## config.mk

```make
export PLATFORM = sky130hd
export DESIGN_NAME = frame_tx_scheduler_flat
export DESIGN_NICKNAME = d
export VERILOG_FILES = /design/src/rtl/frame_tx_scheduler_pkg.sv /design/src/rtl/frame_tx_scheduler_if.sv /design/src/rtl/frame_tx_scheduler_rr_arbiter.sv /design/src/rtl/frame_tx_scheduler.sv /design/src/flat_wrapper.sv
export SDC_FILE = /design/constraint.sdc
export NUM_CORES = 1
export LEC_CHECK = 0
export ABC_AREA = 1
export CORE_ASPECT_RATIO = 0.8
export CORE_MARGIN = 1.5
export CORE_UTILIZATION = 53
export CTS_CLUSTER_DIAMETER = 30
export CTS_CLUSTER_SIZE = 28
export DETAILED_ROUTE_END_ITERATION = 12
export PLACE_DENSITY = 0.9
export SYNTH_ARGS = -nofsm -noshare
export SYNTH_HDL_FRONTEND = slang
export SYNTH_SLANG_ARGS = --single-unit
```

## constraint.sdc

```tcl
create_clock -name clk -period 4.93 [get_ports clk]
set_input_delay 1.479 -clock clk [delete_from_list [all_inputs] [get_ports clk]]
set_output_delay 1.479 -clock clk [all_outputs]
set_load 0.01 [all_outputs]
```

## src/rtl/frame_tx_scheduler_pkg.sv

```systemverilog
// Shared frame definitions for the UART frame path.
// Holds the FSM state type, the frame delimiters, the function codes used by
// the frame producers, and the LEN formula (payload bytes + 5 framing bytes).
package frame_tx_scheduler_pkg;

  typedef enum logic [1:0] {
    ST_IDLE,
    ST_LOAD,
    ST_SEND,
    ST_DONE
  } state_t;

  localparam logic [7:0] FRAME_HEAD     = 8'h52;
  localparam logic [7:0] FRAME_TAIL     = 8'h9A;
  localparam logic [7:0] FUNC_USER      = 8'h01;
  localparam logic [7:0] FUNC_HEARTBEAT = 8'h02;

  // HEAD + LEN + func + payload + checksum + TAIL
  function automatic logic [7:0] frame_len(input int unsigned payload_bytes);
    return 8'(payload_bytes + 5);
  endfunction

endpackage

```

## src/rtl/frame_tx_scheduler_if.sv

```systemverilog
// Bundle of the requester-side and UART-side signals of frame_tx_scheduler.
//   req/func_in/payload_in : level request plus the data to send, per requester
//   ack/done               : per-requester pulses (data latched / tail accepted)
//   tx_data/tx_valid       : byte stream towards uart_tx, tx_ready back
//   busy                   : scheduler not idle
// slave  = scheduler side, master = producers + UART side.
interface frame_tx_scheduler_if #(
  parameter int unsigned N_REQ         = 2,
  parameter int unsigned PAYLOAD_BYTES = 8
);
  logic [N_REQ-1:0]                 req;
  logic [8*N_REQ-1:0]               func_in;
  logic [8*PAYLOAD_BYTES*N_REQ-1:0] payload_in;
  logic [N_REQ-1:0]                 ack;
  logic [N_REQ-1:0]                 done;
  logic [7:0]                       tx_data;
  logic                             tx_valid;
  logic                             tx_ready;
  logic                             busy;

  modport slave (
    input  req, func_in, payload_in, tx_ready,
    output ack, done, tx_data, tx_valid, busy
  );

  modport master (
    output req, func_in, payload_in, tx_ready,
    input  ack, done, tx_data, tx_valid, busy
  );
endinterface

```

## src/rtl/frame_tx_scheduler_rr_arbiter.sv

```systemverilog
// Round-robin arbiter.
//   req   : request vector
//   en    : commit the current winner as last_grant
//   grant : combinational one-hot winner; search starts just after last_grant
// last_grant resets to N_REQ-1 so requester 0 has first priority.
module rr_arbiter #(
  parameter int unsigned N_REQ = 2
) (
  input  logic             clk,
  input  logic             rst_n,
  input  logic [N_REQ-1:0] req,
  input  logic             en,
  output logic [N_REQ-1:0] grant
);
  localparam int unsigned LW = $clog2(N_REQ);

  logic [LW-1:0] last_grant;
  logic [LW-1:0] grant_idx;
  logic [LW-1:0] cand;
  logic          found;

  always_comb begin
    grant     = '0;
    grant_idx = last_grant;
    found     = 1'b0;
    cand      = '0;
    for (int unsigned off = 1; off <= N_REQ; off++) begin
      cand = LW'((32'(last_grant) + off) % N_REQ);
      if (!found && req[cand]) begin
        grant[cand] = 1'b1;
        grant_idx   = cand;
        found       = 1'b1;
      end
    end
  end

  always_ff @(posedge clk) begin
    if (!rst_n) begin
      last_grant <= LW'(N_REQ - 1);
    end else if (en && found) begin
      last_grant <= grant_idx;
    end
  end
endmodule

```

## src/rtl/frame_tx_scheduler.sv

```systemverilog
// Shares the UART transmit byte path between N_REQ frame requesters.
// Arbitrates round-robin, latches the winner's func/payload, and sends
//   HEAD, LEN, func, payload[0..P-1], ~checksum, TAIL
// over tx_data/tx_valid/tx_ready. The checksum is the 8-bit sum of every
// other frame byte; the inverted sum is transmitted.
//   clk, rst_n : clock, synchronous active-low reset
//   bus        : frame_tx_scheduler_if.slave (requests, acks, byte stream)
// All outputs are registered.
module frame_tx_scheduler
  import frame_tx_scheduler_pkg::*;
#(
  parameter int unsigned N_REQ         = 2,
  parameter int unsigned PAYLOAD_BYTES = 8,
  parameter logic [7:0]  HEAD          = FRAME_HEAD,
  parameter logic [7:0]  TAIL          = FRAME_TAIL
) (
  input logic                 clk,
  input logic                 rst_n,
  frame_tx_scheduler_if.slave bus
);
  localparam int unsigned   PW            = 8 * PAYLOAD_BYTES;
  localparam int unsigned   IW            = $clog2(PAYLOAD_BYTES + 5);
  localparam logic [7:0]    LEN           = frame_len(PAYLOAD_BYTES);
  localparam logic [IW-1:0] IDX_PAY_FIRST = IW'(3);
  localparam logic [IW-1:0] IDX_PAY_LAST  = IW'(PAYLOAD_BYTES + 2);
  localparam logic [IW-1:0] IDX_CSUM      = IW'(PAYLOAD_BYTES + 3);
  localparam logic [IW-1:0] IDX_TAIL      = IW'(PAYLOAD_BYTES + 4);

  state_t            state, state_n;
  logic [IW-1:0]     idx, idx_n, idx_inc;
  logic [7:0]        acc, acc_n, acc_add;
  logic [7:0]        func_q, func_n;
  logic [PW-1:0]     pay_q, pay_n;
  logic [7:0]        tx_data_q, tx_data_n, next_byte;
  logic              tx_valid_q, tx_valid_n;
  logic              busy_q;
  logic [N_REQ-1:0]  grant_q, grant_n, ack_q, ack_n, done_q, done_n;
  logic [N_REQ-1:0]  arb_grant;
  logic              arb_en;

  assign arb_en = (state == ST_IDLE) && (|bus.req);

  rr_arbiter #(.N_REQ(N_REQ)) u_arb (
    .clk   (clk),
    .rst_n (rst_n),
    .req   (bus.req),
    .en    (arb_en),
    .grant (arb_grant)
  );

  // Next byte is built from the post-handshake index and accumulator so the
  // checksum byte already includes the last payload byte.
  always_comb begin
    idx_inc = idx + IW'(1);
    acc_add = acc;
    if (idx >= IDX_PAY_FIRST && idx <= IDX_PAY_LAST) acc_add = acc + tx_data_q;
    next_byte = TAIL;
    if (idx_inc == IW'(1))       next_byte = LEN;
    else if (idx_inc == IW'(2))  next_byte = func_q;
    else if (idx_inc == IDX_CSUM) next_byte = ~acc_add;
    for (int unsigned k = 0; k < PAYLOAD_BYTES; k++) begin
      if (idx_inc == IW'(k + 3)) next_byte = pay_q[PW-8-8*k +: 8];
    end
  end

  always_comb begin
    state_n    = state;
    idx_n      = idx;
    acc_n      = acc;
    func_n     = func_q;
    pay_n      = pay_q;
    grant_n    = grant_q;
    tx_data_n  = tx_data_q;
    tx_valid_n = tx_valid_q;
    ack_n      = '0;
    done_n     = '0;
    unique case (state)
      // Latching happens on the IDLE->LOAD edge so that ack is high during LOAD.
      ST_IDLE: begin
        if (|bus.req) begin
          ack_n   = arb_grant;
          grant_n = arb_grant;
          for (int unsigned i = 0; i < N_REQ; i++) begin
            if (arb_grant[i]) begin
              func_n = bus.func_in[8*i +: 8];
              pay_n  = bus.payload_in[PW*i +: PW];
            end
          end
          state_n = ST_LOAD;
        end
      end
      ST_LOAD: begin
        acc_n      = HEAD + LEN + func_q + TAIL;
        idx_n      = '0;
        tx_data_n  = HEAD;
        tx_valid_n = 1'b1;
        state_n    = ST_SEND;
      end
      ST_SEND: begin
        if (bus.tx_ready) begin
          if (idx == IDX_TAIL) begin
            tx_valid_n = 1'b0;
            tx_data_n  = '0;
            done_n     = grant_q;
            state_n    = ST_DONE;
          end else begin
            idx_n     = idx_inc;
            acc_n     = acc_add;
            tx_data_n = next_byte;
          end
        end
      end
      ST_DONE: state_n = ST_IDLE;
      default: state_n = ST_IDLE;
    endcase
  end

  always_ff @(posedge clk) begin
    if (!rst_n) state <= ST_IDLE;
    else        state <= state_n;
  end

  always_ff @(posedge clk) begin
    if (!rst_n) begin
      idx        <= '0;
      acc        <= '0;
      func_q     <= '0;
      pay_q      <= '0;
      grant_q    <= '0;
      ack_q      <= '0;
      done_q     <= '0;
      tx_data_q  <= '0;
      tx_valid_q <= 1'b0;
      busy_q     <= 1'b0;
    end else begin
      idx        <= idx_n;
      acc        <= acc_n;
      func_q     <= func_n;
      pay_q      <= pay_n;
      grant_q    <= grant_n;
      ack_q      <= ack_n;
      done_q     <= done_n;
      tx_data_q  <= tx_data_n;
      tx_valid_q <= tx_valid_n;
      busy_q     <= (state_n != ST_IDLE);
    end
  end

  assign bus.ack      = ack_q;
  assign bus.done     = done_q;
  assign bus.tx_data  = tx_data_q;
  assign bus.tx_valid = tx_valid_q;
  assign bus.busy     = busy_q;
endmodule

```

## src/flat_wrapper.sv

```systemverilog
// flat-port wrapper written by rule: the top's interface ports become plain ports
module frame_tx_scheduler_flat import frame_tx_scheduler_pkg::*;
#(
  parameter int unsigned N_REQ         = 2,
  parameter int unsigned PAYLOAD_BYTES = 8,
  parameter logic [7:0]  HEAD          = FRAME_HEAD,
  parameter logic [7:0]  TAIL          = FRAME_TAIL
)
  (clk, rst_n, bus_req, bus_func_in, bus_payload_in, bus_tx_ready, bus_ack, bus_done, bus_tx_data, bus_tx_valid, bus_busy);
  frame_tx_scheduler_if #(.N_REQ(N_REQ), .PAYLOAD_BYTES(PAYLOAD_BYTES)) bus_i ();
  input logic clk;
  input logic rst_n;
  input wire logic [$bits(bus_i.req)-1:0] bus_req;
  input wire logic [$bits(bus_i.func_in)-1:0] bus_func_in;
  input wire logic [$bits(bus_i.payload_in)-1:0] bus_payload_in;
  input wire logic [$bits(bus_i.tx_ready)-1:0] bus_tx_ready;
  output wire logic [$bits(bus_i.ack)-1:0] bus_ack;
  output wire logic [$bits(bus_i.done)-1:0] bus_done;
  output wire logic [$bits(bus_i.tx_data)-1:0] bus_tx_data;
  output wire logic [$bits(bus_i.tx_valid)-1:0] bus_tx_valid;
  output wire logic [$bits(bus_i.busy)-1:0] bus_busy;
  assign bus_i.req = bus_req;
  assign bus_i.func_in = bus_func_in;
  assign bus_i.payload_in = bus_payload_in;
  assign bus_i.tx_ready = bus_tx_ready;
  assign bus_ack = bus_i.ack;
  assign bus_done = bus_i.done;
  assign bus_tx_data = bus_i.tx_data;
  assign bus_tx_valid = bus_i.tx_valid;
  assign bus_busy = bus_i.busy;
  frame_tx_scheduler #(.N_REQ(N_REQ), .PAYLOAD_BYTES(PAYLOAD_BYTES), .HEAD(HEAD), .TAIL(TAIL)) u_core (.clk(clk), .rst_n(rst_n), .bus(bus_i));
endmodule
```

==> impl_metrics.sql, run 1 <==
INSERT INTO impl_metrics (metric_group, metric, value, unit) VALUES
('timing', 'period_share', '66.77', '%'),
('timing', 'finalMaxSlewViolations', '0', ''),
('clock_tree', 'cts_buffer_count', '9', ''),
('clock_tree', 'postCtsHoldBufs', '0', ''),
('critical_path', 'reg2reg_slack', '2310', 'ps'),
('yosys', 'yosys_warnings', '0', ''),
('yosys', 'synth_top_cells_by_count', '184 x sky130_fd_sc_hd__nand2_1, 129 x sky130_fd_sc_hd__o21ai_0, 119 x sky130_fd_sc_hd__inv_1', ''),
('floorplanning', 'die_h', '98.06', 'um'),
('job', 'drv_cap', '0', ''),
('routing', 'routedWlPerCell', '15.78', 'um'),
('yosys', 'syn_nets', '1067', ''),
('clock_tree', 'cts_htree_levels', '3', ''),
('placement', 'placement.setup.worst_slack', '1390', 'ps'),
('pwr', 'power.density_cell_area', '341.7', 'mW/mm^2'),
('pwr', 'comb_power_share', '32.5', '%'),
('timing', 'setup-tns-final', '0', 'ps'),
('routing', 'drt_drc_violations_left', '0', ''),
('clock_tree', 'cts_tree', 'yes', ''),
('routing', 'first_iter_violations', '639', ''),
('grt', 'globalRoute.totalOverflow', '0', ''),
('clock_tree', 'cts_num_sinks', '103', ''),
('pwr', 'internal-power', '1.739', 'mW'),
('timing', 'period_minus_slack', '3292', 'ps'),
('grt', 'initial_antenna_violation_count', '0', ''),
('timing', 'worstMarginPinSlew', '1170', 'ps'),
('clock_tree', 'longest_clk_path_bufs', '2', ''),
('critical_path', 'critical_path.cell_chain', 'clkdlybuf4s50_1 -> nand2_1 -> nand2_2 -> clkinv_1 -> buf_4 -> o21ai_0 -> o32ai_1', ''),
('clock_tree', 'post_cts_resize_count', '0', ''),
('timing', 'final.setup.worst_slack', '1638', 'ps'),
('yosys', 'post_synth_main_area_contributors', 'sky130_fd_sc_hd__dfxtp_1 34%, sky130_fd_sc_hd__nand2_1 12%, sky130_fd_sc_hd__o21ai_0 11%', ''),
('yosys', 'post-synth-top-area-cell', 'sky130_fd_sc_hd__dfxtp_1', ''),
('timing', 'report.final.hold_viol_count', '0', ''),
('timing', 'slew_headroom', '21.84', '%'),
('yosys', 'ys_seq_elements', '103', ''),
('critical_path', 'r2r-end', 'u_core.acc[0]$_SDFFE_PN0P_', ''),
('clock_tree', 'cts.clk_slew.worst_paths', '70', 'ps'),
('critical_path', 'start_kind', 'primary input', ''),
('critical_path', 'reg2reg_depth', '11', ''),
('timing', 'rsz0062_at_grt', 'false', ''),
('yosys', 'synth.cell_area', '0.005987', 'sq mm'),
('finish', 'stdcell_count', '1179', ''),
('pwr', 'power.static_leakage', '3.212', 'nW'),
('routing', 'drtAntennaViolNets', '0', ''),
('pwr', 'power.total', '2.716', 'mW'),
('clock_tree', 'cts-root-buf', 'sky130_fd_sc_hd__clkbuf_16', ''),
('yosys', 'ys_async_sr_fraction', '0', '%'),
('pwr', 'power.share.sequential', '41.3', '%'),
('critical_path', 'critical-path-slowest-cell', 'sky130_fd_sc_hd__clkdlybuf4s50_1', ''),
('yosys', 'post_synth.cell_area_avg', '6.645', 'sq um'),
('routing', 'dr.pass1.iters', '5', ''),
('floorplanning', 'rows', '34', ''),
('finish', 'area_growth', '32.77', '%'),
('floorplanning', 'io_pins', '163', ''),
('timing', 'fin_skew', '10.19', 'ps'),
('floorplanning', 'core', '0.01093', 'sq mm'),
('routing', 'vias', '6637', ''),
('routing', 'via_per_inst', '5.629', ''),
('grt', 'grt_pass1_wl', '29.66', 'mm'),
('floorplanning', 'fp.dieArea', '0.01195', 'sq mm'),
('critical_path', 'worstSetupPathType', 'in -> reg', ''),
('clock_tree', 'cts_setup_buffers', '0', ''),
('placement', 'detailedPlacementHpwl', '13.73', 'mm'),
('placement', 'place.port_buffers', '162', ''),
('outcome', 'run_status', 'completed', ''),
('placement', 'place_area', '0.007647', 'sq mm'),
('yosys', 'synth.distinct_cells', '41', ''),
('min_path', 'min_path_cells', '2', ''),
('pwr', 'ir_worst_vdd', '0.1801', 'mV'),
('grt', 'largest_net_degree_at_the_start_of_global_routing', '79', ''),
('grt', 'grt_pass1_vias', '6155', ''),
('critical_path', 'cp-startpoint', 'bus_req[0]', '');
## sequential cells by signal, indices dropped and copies added (netlist names)
| register | flops |
|---|---|
| u_core.func_q | 8 |
| u_core.bus.busy | 1 |
| u_core.pay_q | 64 |
| u_core.idx | 4 |
| u_core.bus.tx_valid | 1 |
| u_core.bus.tx_data | 8 |
| u_core.grant_q | 2 |
| u_core.u_arb.last_grant | 1 |
| u_core.acc | 8 |
| u_core.bus.ack | 2 |
| u_core.state | 2 |
| u_core.bus.done | 2 |
## placed cells by master (no fill, tap or decap), types with 2 or more instances in the layout
master / count
sky130_fd_sc_hd__ha_1: 16
sky130_fd_sc_hd__o211ai_1: 3
sky130_fd_sc_hd__nor2_2: 2
sky130_fd_sc_hd__clkdlybuf4s50_1: 162
sky130_fd_sc_hd__nor2_4: 3
sky130_fd_sc_hd__inv_2: 6
sky130_fd_sc_hd__buf_4: 7
sky130_fd_sc_hd__o21ai_1: 8
sky130_fd_sc_hd__nor2_1: 80
sky130_fd_sc_hd__nand4_1: 3
sky130_fd_sc_hd__inv_1: 119
sky130_fd_sc_hd__nor3_1: 4
sky130_fd_sc_hd__a211oi_1: 2
sky130_fd_sc_hd__inv_6: 3
sky130_fd_sc_hd__o32ai_1: 28
sky130_fd_sc_hd__o21ai_0: 129
sky130_fd_sc_hd__a21oi_2: 3
sky130_fd_sc_hd__o21ai_2: 2
sky130_fd_sc_hd__nand3_1: 69
sky130_fd_sc_hd__a21oi_1: 25
sky130_fd_sc_hd__nand2_1: 183
sky130_fd_sc_hd__o31ai_1: 38
sky130_fd_sc_hd__clkbuf_16: 9
sky130_fd_sc_hd__dfxtp_1: 103
sky130_fd_sc_hd__xor2_1: 7
sky130_fd_sc_hd__clkinv_1: 2
sky130_fd_sc_hd__nand2_2: 2
## layer usage
metal  vias up  share of wire, %  global-route usage, %  routed length [um]
li1       3250                 -                      -                   -
met2       359                43                  48.06                7987
met1      3005                45                  44.77                8394
met4         0               1.5                  7.059                 271
met5         -                 0                      0                   0
met3        23                10                  6.717                1948
## final cells by class
class | instances | area [sq um]
sequential | 103 | 2062
clock buffer | 10 | 239.0
multi-input combinational | 620 | 3254
clock inverter | 6 | 62.56
tap | 144 | 180.2
inverter | 127 | 476.7
fill | 876 | 2984
timing repair buffer | 169 | 1674
## worst max-delay path, delay by kind of cell
family,cells,cell delay (ps)
compound gates,2,430
buf+inv,3,1390
simple gates,2,130
## worst min path at each step
stage / startpoint / endpoint / slack (ps)
2_1_floorplan: u_core.grant_q[1]$_SDFFE_PN0P_ / u_core.bus.done[1]$_SDFF_PN0_ / 410
3_3_place_gp: u_core.grant_q[0]$_SDFFE_PN0P_ / u_core.bus.done[0]$_SDFF_PN0_ / 430
3_5_place_dp: u_core.grant_q[1]$_SDFFE_PN0P_ / u_core.bus.done[1]$_SDFF_PN0_ / 430
4_1_cts: u_core.grant_q[1]$_SDFFE_PN0P_ / u_core.bus.done[1]$_SDFF_PN0_ / 440
5_1_grt: u_core.grant_q[0]$_SDFFE_PN0P_ / u_core.bus.done[0]$_SDFF_PN0_ / 460
6_report: u_core.grant_q[1]$_SDFFE_PN0P_ / u_core.bus.done[1]$_SDFF_PN0_ / 440
## logic make-up (layout without fill, tap and decap cells)
group                    Yosys count  after routing  synth area share (%)
adder cells (fa/ha/maj)           17             17                 3.678
XOR/XNOR                           9              9                 1.442
flip-flops                       103            103                 34.44
AO/OA/AOI/OAI                    244            244                 24.66
AND/OR/NAND/NOR                  350            350                 24.35
buffers and inverters            178            312                 11.43
## power by group through the flow
stage | sequential [mW] | combinational [mW] | clock, mW
6_report | 1.12 | 0.883 | 0.712
5_1_grt | 1.13 | 0.984 | 0.748
4_1_cts | 1.11 | 0.871 | 0.712
3_5_place_dp | 1.13 | 0.865 | 0
3_3_place_gp | 1.13 | 0.843 | 0
2_1_floorplan | 1.09 | 0.552 | 0
## through the flow
| step | hold WS [ps] | utilization (%) |
|---|---|---|
| after floorplan | 410.4 | - |
| after global placement | 428.7 | 69.95 |
| after detailed placement | 430.5 | 69.95 |
| after CTS | 441.4 | 72.71 |
| after global routing | 463.6 | 72.71 |
| final | 441.5 | 72.71 |
No activity file was read; power rests on OpenSTA's default activity.
==> run 2, diff against run 1 <==
- CORE_UTILIZATION: 53 -> 49
- PLACE_DENSITY: 0.9 -> 0.84
- clock period: 4.93 -> 3.3 ns (I/O delays scaled with it)
==> run 2 against run 1 <==
Register-to-register slack worse by 1900 ps. Count of clock-buffer cells in the layout is 3 higher. Sequential share of layout area hardly changed. Largest power group unchanged.
==> impl_metrics.sql, run 2 (synthesis results as in run 1) <==
INSERT INTO impl_metrics (metric_group, metric, value, unit) VALUES
('placement', 'place.port_buffers', '162', ''),
('routing', 'vias', '6513', ''),
('pwr', 'sw_power', '1.416', 'mW'),
('finish', 'fill_cells', '1012', ''),
('timing', 'rsz0062_at_grt', 'false', ''),
('clock_tree', 'postCtsHoldBufs', '0', ''),
('critical_path', 'worstPathRequired', '3540', 'ps'),
('critical_path', 'critPathCaptureType', 'flip-flop', ''),
('floorplanning', 'die_h', '101.9', 'um'),
('clock_tree', 'cts_tree', 'yes', ''),
('routing', 'via_per_inst', '5.487', ''),
('pwr', 'internal-power', '2.601', 'mW'),
('floorplanning', 'fp.dieArea', '0.01289', 'sq mm'),
('floorplanning', 'initial_utilization', '51.20', '%'),
('min_path', 'hold_path.class', 'reg -> reg', ''),
('finish', 'mostFrequentLayoutCell', 'sky130_fd_sc_hd__nand2_1', ''),
('clock_tree', 'post_cts_resize_count', '0', ''),
('placement', 'routabilityCongestion', '0.9729', ''),
('timing', 'period_share', '89.00', '%'),
('critical_path', 'start_kind', 'flip-flop', ''),
('floorplanning', 'rows', '35', ''),
('finish', 'most-common-layout-cells', '183 x sky130_fd_sc_hd__nand2_1, 161 x sky130_fd_sc_hd__clkdlybuf4s50_1, 129 x sky130_fd_sc_hd__o21ai_0', ''),
('timing', 'slew_headroom', '53.60', '%'),
('finish', 'area_growth', '32.98', '%'),
('timing', 'report.final.hold_viol_count', '0', ''),
('routing', 'drt_drc_violations_left', '0', ''),
('clock_tree', 'cts_num_sinks', '103', ''),
('timing', 'achievable-frequency', '340.5', 'MHz'),
('finish', 'final_net_count', '1201', ''),
('clock_tree', 'cts_setup_buffers', '0', ''),
('pwr', 'power.density_cell_area', '504.6', 'mW/mm^2'),
('critical_path', 'worstSetupPathType', 'reg -> reg', ''),
('pwr', 'comb_power_share', '33.1', '%'),
('routing', 'first_iter_violations', '698', ''),
('finish', 'largest_register_ffs', '64', ''),
('timing', 'setup-tns-final', '0', 'ps'),
('pwr', 'power.share.sequential', '41.8', '%'),
('finish', 'max_flop_register', 'u_core.pay_q', ''),
('timing', 'final_setup_violation_count', '0', ''),
('finish', 'n_antenna_cell', '0', ''),
('timing', 'worstMarginPinSlew', '693.4', 'ps'),
('timing', 'period_minus_slack', '2937', 'ps'),
('pwr', 'switching_share', '35.25', '%'),
('clock_tree', 'longest_clk_path_bufs', '2', ''),
('outcome', 'run_status', 'completed', ''),
('pwr', 'relative_contribution_of_the_clock_network_to_total_power', '25.1', '%'),
('critical_path', 'crit_fanout', '11', ''),
('placement', 'detailedPlacementHpwl', '13.91', 'mm'),
('grt', 'largest_net_degree_at_the_start_of_global_routing', '46', ''),
('grt', 'globalRoute.totalOverflow', '0', ''),
('timing', 'finalMaxSlewViolations', '0', ''),
('routing', 'dr.pass1.iters', '6', ''),
('grt', 'grt_pass1_vias', '5901', ''),
('floorplanning', 'io_pins', '163', ''),
('clock_tree', 'cts_htree_levels', '3', ''),
('grt', 'grt_pass1_wl', '29.42', 'mm'),
('clock_tree', 'cts.clk_slew.worst_paths', '70', 'ps'),
('clock_tree', 'cts_buffer_count', '9', ''),
('routing', 'drtAntennaViolNets', '0', ''),
('pwr', 'power.static_leakage', '3.219', 'nW'),
('grt', 'initial_antenna_violation_count', '0', ''),
('pwr', 'ir_worst_vdd', '0.3064', 'mV'),
('routing', 'routedWlPerCell', '15.58', 'um'),
('floorplanning', 'fp.dieW', '126.6', 'um'),
('routing', 'wirelength_routed', '18.49', 'mm'),
('finish', 'fin_util', '68.09', '%'),
('critical_path', 'worstPathArrival', '3170', 'ps'),
('clock_tree', 'clock_insertion_delay_worst_skew', '350', 'ps'),
('clock_tree', 'cts-root-buf', 'sky130_fd_sc_hd__clkbuf_16', ''),
('job', 'drv_cap', '0', ''),
('floorplanning', 'core', '0.01169', 'sq mm'),
('timing', 'fin_skew', '5.899', 'ps'),
('finish', 'post_route_cells_drive_above_1_share', '4.812', '%'),
('grt', 'grt_util_all_layers', '28.96', '%');
==> run 2: changes by cell type in the layout (fill, tap and decap cells not counted), sizes merged <==
cell,before,now
buf,7,13
inv,129,125
clkbuf,10,13
clkdlybuf4s50,162,161
clkinv,4,3
clkinvlp,0,1
==> run 2: area by class of cell <==
cell class / count / area (sq um) / share of cell area (%)
tap: 148 / 185.2 / 2.326
multi-input combinational: 620 / 3254 / 40.88
timing repair buffer: 174 / 1707 / 21.44
clock buffer: 13 / 260.3 / 3.269
sequential: 103 / 2062 / 25.90
clock inverter: 2 / 16.27 / 0.2043
inverter: 127 / 476.7 / 5.988
==> run 2: critical path, cell delays in order (launching register included) <==
cell	delay (ps)
sky130_fd_sc_hd__dfxtp_1	360
sky130_fd_sc_hd__inv_1	160
sky130_fd_sc_hd__ha_1	290
sky130_fd_sc_hd__inv_1	70
sky130_fd_sc_hd__nor3_1	360
sky130_fd_sc_hd__inv_1	140
sky130_fd_sc_hd__nand2_1	110
sky130_fd_sc_hd__inv_1	120
sky130_fd_sc_hd__nor2_1	560
sky130_fd_sc_hd__inv_1	310
sky130_fd_sc_hd__o221a_2	340
==> run 2: power groups by stage <==
stage          sequential [mW]  combinational (mW)  clock, mW
2_1_floorplan             1.63               0.825          0
3_3_place_gp              1.69                1.29          0
3_5_place_dp              1.69                1.31          0
4_1_cts                   1.67                1.32       1.01
5_1_grt                   1.70                1.49       1.06
6_report                  1.68                1.33       1.01
==> run 2: routing by layer <==
layer	global-route usage [%]	share of wire [%]	wire, um
met3	7.277	11	2049
met1	41.80	47	8660
met5	0	0	0
met2	43.13	41	7548
met4	7.869	1.2	231
==> run 2: final timing paths <==
| path | slack (ps) | cells past startpoint | from | end |
|---|---|---|---|---|
| setup / recovery | 360 | 10 | u_core.idx[0]$_SDFFE_PN0P_ | u_core.acc[0]$_SDFFE_PN0P_ |
| hold / removal | 450 | 2 | u_core.grant_q[0]$_SDFFE_PN0P_ | u_core.bus.done[0]$_SDFF_PN0_ |
| setup reg to reg | 360 | 10 | u_core.idx[0]$_SDFFE_PN0P_ | u_core.acc[0]$_SDFFE_PN0P_ |
| hold reg to reg | 450 | 2 | u_core.grant_q[0]$_SDFFE_PN0P_ | u_core.bus.done[0]$_SDFF_PN0_ |
==> run 2: stage by stage <==
stage / hold WS, ps / std cells / area [sq um] / setup WS [ps] / total power [mW]
after CTS: 452.6 / 1187 / 7961 / 409.1 / 4.000
after global placement: 430.4 / 1172 / 7685 / 180.2 / 2.975
after detailed placement: 434.9 / 1172 / 7685 / 147.1 / 3.002
after floorplan: 410.4 / 901 / 5987 / 1170 / 2.458
after global routing: 468.4 / 1187 / 7961 / 85.15 / 4.248
final: 446.5 / 1187 / 7961 / 363.2 / 4.017
==> run 3, diff against run 2 <==
- CORE_ASPECT_RATIO: 0.8 -> 1.1
==> run 3 against run 2 <==
Register-to-register slack got worse by 80 ps. Global-route usage down 1.1 points. Count of clock-buffer cells in the layout decreased by 2. Non-clock buffer count fell by 1. Sequential cell count did not move. Critical path type unchanged. Core utilization fell by 1.1 points. Setup slack got worse by 76 ps.
==> impl_metrics.sql, run 3 (synthesis results as in run 1) <==
INSERT INTO impl_metrics (metric_group, metric, value, unit) VALUES
('routing', 'first_iter_violations', '513', ''),
('pwr', 'internal-power', '2.758', 'mW'),
('floorplanning', 'initial_utilization', '49.97', '%'),
('grt', 'grt_pass1_wl', '28.75', 'mm'),
('finish', 'max_flop_register', 'u_core.pay_q', ''),
('timing', 'report.final.hold_viol_count', '0', ''),
('critical_path', 'critPathCaptureType', 'flip-flop', ''),
('placement', 'detailedPlacementHpwl', '13.10', 'mm'),
('grt', 'largest_net_degree_at_the_start_of_global_routing', '73', ''),
('critical_path', 'worstPathRequired', '3540', 'ps'),
('timing', 'setup-tns-final', '0', 'ps'),
('pwr', 'comb_power_share', '31.9', '%'),
('critical_path', 'critical-path-max-stage-delay', '580', 'ps'),
('timing', 'worstMarginPinSlew', '743.9', 'ps'),
('clock_tree', 'cts.clk_slew.worst_paths', '70', 'ps'),
('routing', 'via_per_inst', '5.517', ''),
('finish', 'final_net_count', '1200', ''),
('clock_tree', 'cts_tree', 'yes', ''),
('timing', 'finalMaxSlewViolations', '0', ''),
('clock_tree', 'postCtsHoldBufs', '0', ''),
('routing', 'wirelength_routed', '18.02', 'mm'),
('grt', 'initial_antenna_violation_count', '0', ''),
('clock_tree', 'clock_insertion_delay_worst_skew', '350', 'ps'),
('critical_path', 'reg2reg_slack', '290', 'ps'),
('timing', 'holdWs', '454.5', 'ps'),
('pwr', 'relative_contribution_of_the_clock_network_to_total_power', '28.2', '%'),
('critical_path', 'startpoint_of_the_most_critical_register_to_register_path', 'u_core.idx[0]$_SDFFE_PN0P_', ''),
('critical_path', 'worstPathArrival', '3250', 'ps'),
('floorplanning', 'die_h', '118.9', 'um'),
('outcome', 'run_status', 'completed', ''),
('routing', 'routedWlPerCell', '15.12', 'um'),
('routing', 'drt_drc_violations_left', '0', ''),
('routing', 'dr.pass1.iters', '5', ''),
('job', 'drv_cap', '0', ''),
('critical_path', 'critical_path.cell_chain', 'inv_1 -> ha_1 -> inv_1 -> nor3_1 -> inv_1 -> nand2_1 -> inv_1 -> nor2_1 -> inv_1 -> o221a_2', ''),
('timing', 'slew_headroom', '50.41', '%'),
('min_path', 'min_to', 'u_core.bus.done[0]$_SDFF_PN0_', ''),
('clock_tree', 'cts_buffer_count', '9', ''),
('clock_tree', 'longest_clk_path_bufs', '2', ''),
('floorplanning', 'fp.dieArea', '0.01289', 'sq mm'),
('floorplanning', 'core', '0.01198', 'sq mm'),
('grt', 'globalRoute.totalOverflow', '0', ''),
('critical_path', 'reg2reg_depth', '10', ''),
('clock_tree', 'cts-root-buf', 'sky130_fd_sc_hd__clkbuf_16', ''),
('routing', 'vias', '6576', ''),
('timing', 'period_minus_slack', '3013', 'ps'),
('critical_path', 'critical_path_s_most_frequent_cell', 'sky130_fd_sc_hd__inv_1', ''),
('clock_tree', 'cts_htree_levels', '3', ''),
('pwr', 'power.density_cell_area', '518.1', 'mW/mm^2'),
('min_path', 'min-delay-start', 'u_core.grant_q[0]$_SDFFE_PN0P_', ''),
('critical_path', 'crit_fanout', '11', ''),
('critical_path', 'worstSetupPathType', 'reg -> reg', ''),
('clock_tree', 'post_cts_resize_count', '0', ''),
('pwr', 'switching_share', '33.69', '%'),
('clock_tree', 'cts_setup_buffers', '0', ''),
('critical_path', 'timing.critical_path.max_delay_family', 'simple AND/OR/NAND/NOR gates', ''),
('pwr', 'power.share.sequential', '39.9', '%'),
('timing', 'fin_skew', '12.17', 'ps'),
('critical_path', 'critPathBufInv', '5', ''),
('finish', 'most-common-layout-cells', '183 x sky130_fd_sc_hd__nand2_1, 161 x sky130_fd_sc_hd__clkdlybuf4s50_1, 129 x sky130_fd_sc_hd__o21ai_0', ''),
('floorplanning', 'fp.dieW', '108.4', 'um'),
('critical_path', 'r2r-end', 'u_core.acc[0]$_SDFFE_PN0P_', ''),
('critical_path', 'start_kind', 'flip-flop', ''),
('pwr', 'ir_worst_vdd', '0.3100', 'mV'),
('finish', 'post_route_cells_drive_above_1_share', '4.913', '%'),
('critical_path', 'critical-path-slowest-cell', 'sky130_fd_sc_hd__nor2_1', ''),
('placement', 'place.port_buffers', '162', ''),
('timing', 'achievable-frequency', '331.9', 'MHz'),
('grt', 'grt_pass1_vias', '6084', ''),
('floorplanning', 'rows', '42', ''),
('min_path', 'min_path_cells', '2', ''),
('placement', 'routabilityCongestion', '0.8446', ''),
('finish', 'largest_register_ffs', '64', ''),
('pwr', 'power.static_leakage', '3.245', 'nW'),
('finish', 'mostFrequentLayoutCell', 'sky130_fd_sc_hd__nand2_1', ''),
('min_path', 'hold_path.class', 'reg -> reg', ''),
('finish', 'area_growth', '34.06', '%'),
('routing', 'drtAntennaViolNets', '0', ''),
('timing', 'final_setup_violation_count', '0', ''),
('timing', 'period_share', '91.31', '%'),
('floorplanning', 'io_pins', '163', ''),
('finish', 'n_antenna_cell', '0', ''),
('pwr', 'sw_power', '1.401', 'mW'),
('grt', 'grt_util_all_layers', '27.86', '%'),
('clock_tree', 'cts_num_sinks', '103', ''),
('timing', 'rsz0062_at_grt', 'false', '');
-- run 3: changes by cell type in the layout (fill, tap and decap cells not counted), sizes merged --
cell    delta
buf        -1
bufinv     +2
clkbuf     -2
clkinv     -1
inv        +1
-- run 3: worst min-delay path, stage by stage, from the launching register on --
cell	delay (ps)
sky130_fd_sc_hd__dfxtp_1	300
sky130_fd_sc_hd__inv_1	60
sky130_fd_sc_hd__nor2_1	50
-- run 3: worst max path at each step --
stage | startpoint | endpoint | slack (ps) | depth (start not counted)
3_5_place_dp | bus_tx_ready | u_core.acc[0]$_SDFFE_PN0P_ | 160 | 8
4_1_cts | u_core.idx[0]$_SDFFE_PN0P_ | u_core.acc[0]$_SDFFE_PN0P_ | 370 | 10
3_3_place_gp | bus_tx_ready | u_core.acc[0]$_SDFFE_PN0P_ | 280 | 8
5_1_grt | u_core.idx[1]$_SDFFE_PN0P_ | u_core.acc[0]$_SDFFE_PN0P_ | 40 | 10
6_report | u_core.idx[0]$_SDFFE_PN0P_ | u_core.acc[0]$_SDFFE_PN0P_ | 290 | 10
2_1_floorplan | rst_n | u_core.func_q[7]$_SDFFE_PN0P_ | 1170 | 5
-- run 3: power groups by stage --
stage                     logic [mW]  registers, mW  clock network [mW]
after global routing            1.48           1.68                1.23
final                           1.33           1.66                1.17
after global placement          1.28           1.67                   0
after CTS                       1.31           1.65                1.18
after floorplan                0.825           1.63                   0
after detailed placement        1.30           1.68                   0
-- run 3: routing by layer --
layer | routed length [um] | up-vias | track usage [%]
met3 | 1118 | 36 | 3.667
met5 | 0 | - | 0
met4 | 469 | 0 | 10.69
met2 | 8713 | 274 | 46.76
li1 | - | 3258 | -
met1 | 7716 | 3008 | 36.05
-- run 3: cell type report --
type | count | area (sq um)
inverter | 127 | 476.7
clock buffer | 11 | 252.7
timing repair buffer | 173 | 1712
tap | 154 | 192.7
clock inverter | 4 | 76.32
sequential | 103 | 2062
fill | 1049 | 3955
multi-input combinational | 620 | 3254
-- run 3: per-stage QoR --
stage | cell area (sq um) | utilization, % | worst slack (ps) | total power [mW] | cells
final | 8026 | 66.99 | 286.7 | 4.159 | 1192
after global routing | 8026 | 66.99 | 41.87 | 4.388 | 1192
after CTS | 8026 | 66.99 | 369.4 | 4.145 | 1192
after detailed placement | 7697 | 64.24 | 162.4 | 2.982 | 1177
after global placement | 7697 | 64.24 | 282.2 | 2.951 | 1177
after floorplan | 5987 | - | 1170 | 2.458 | 901
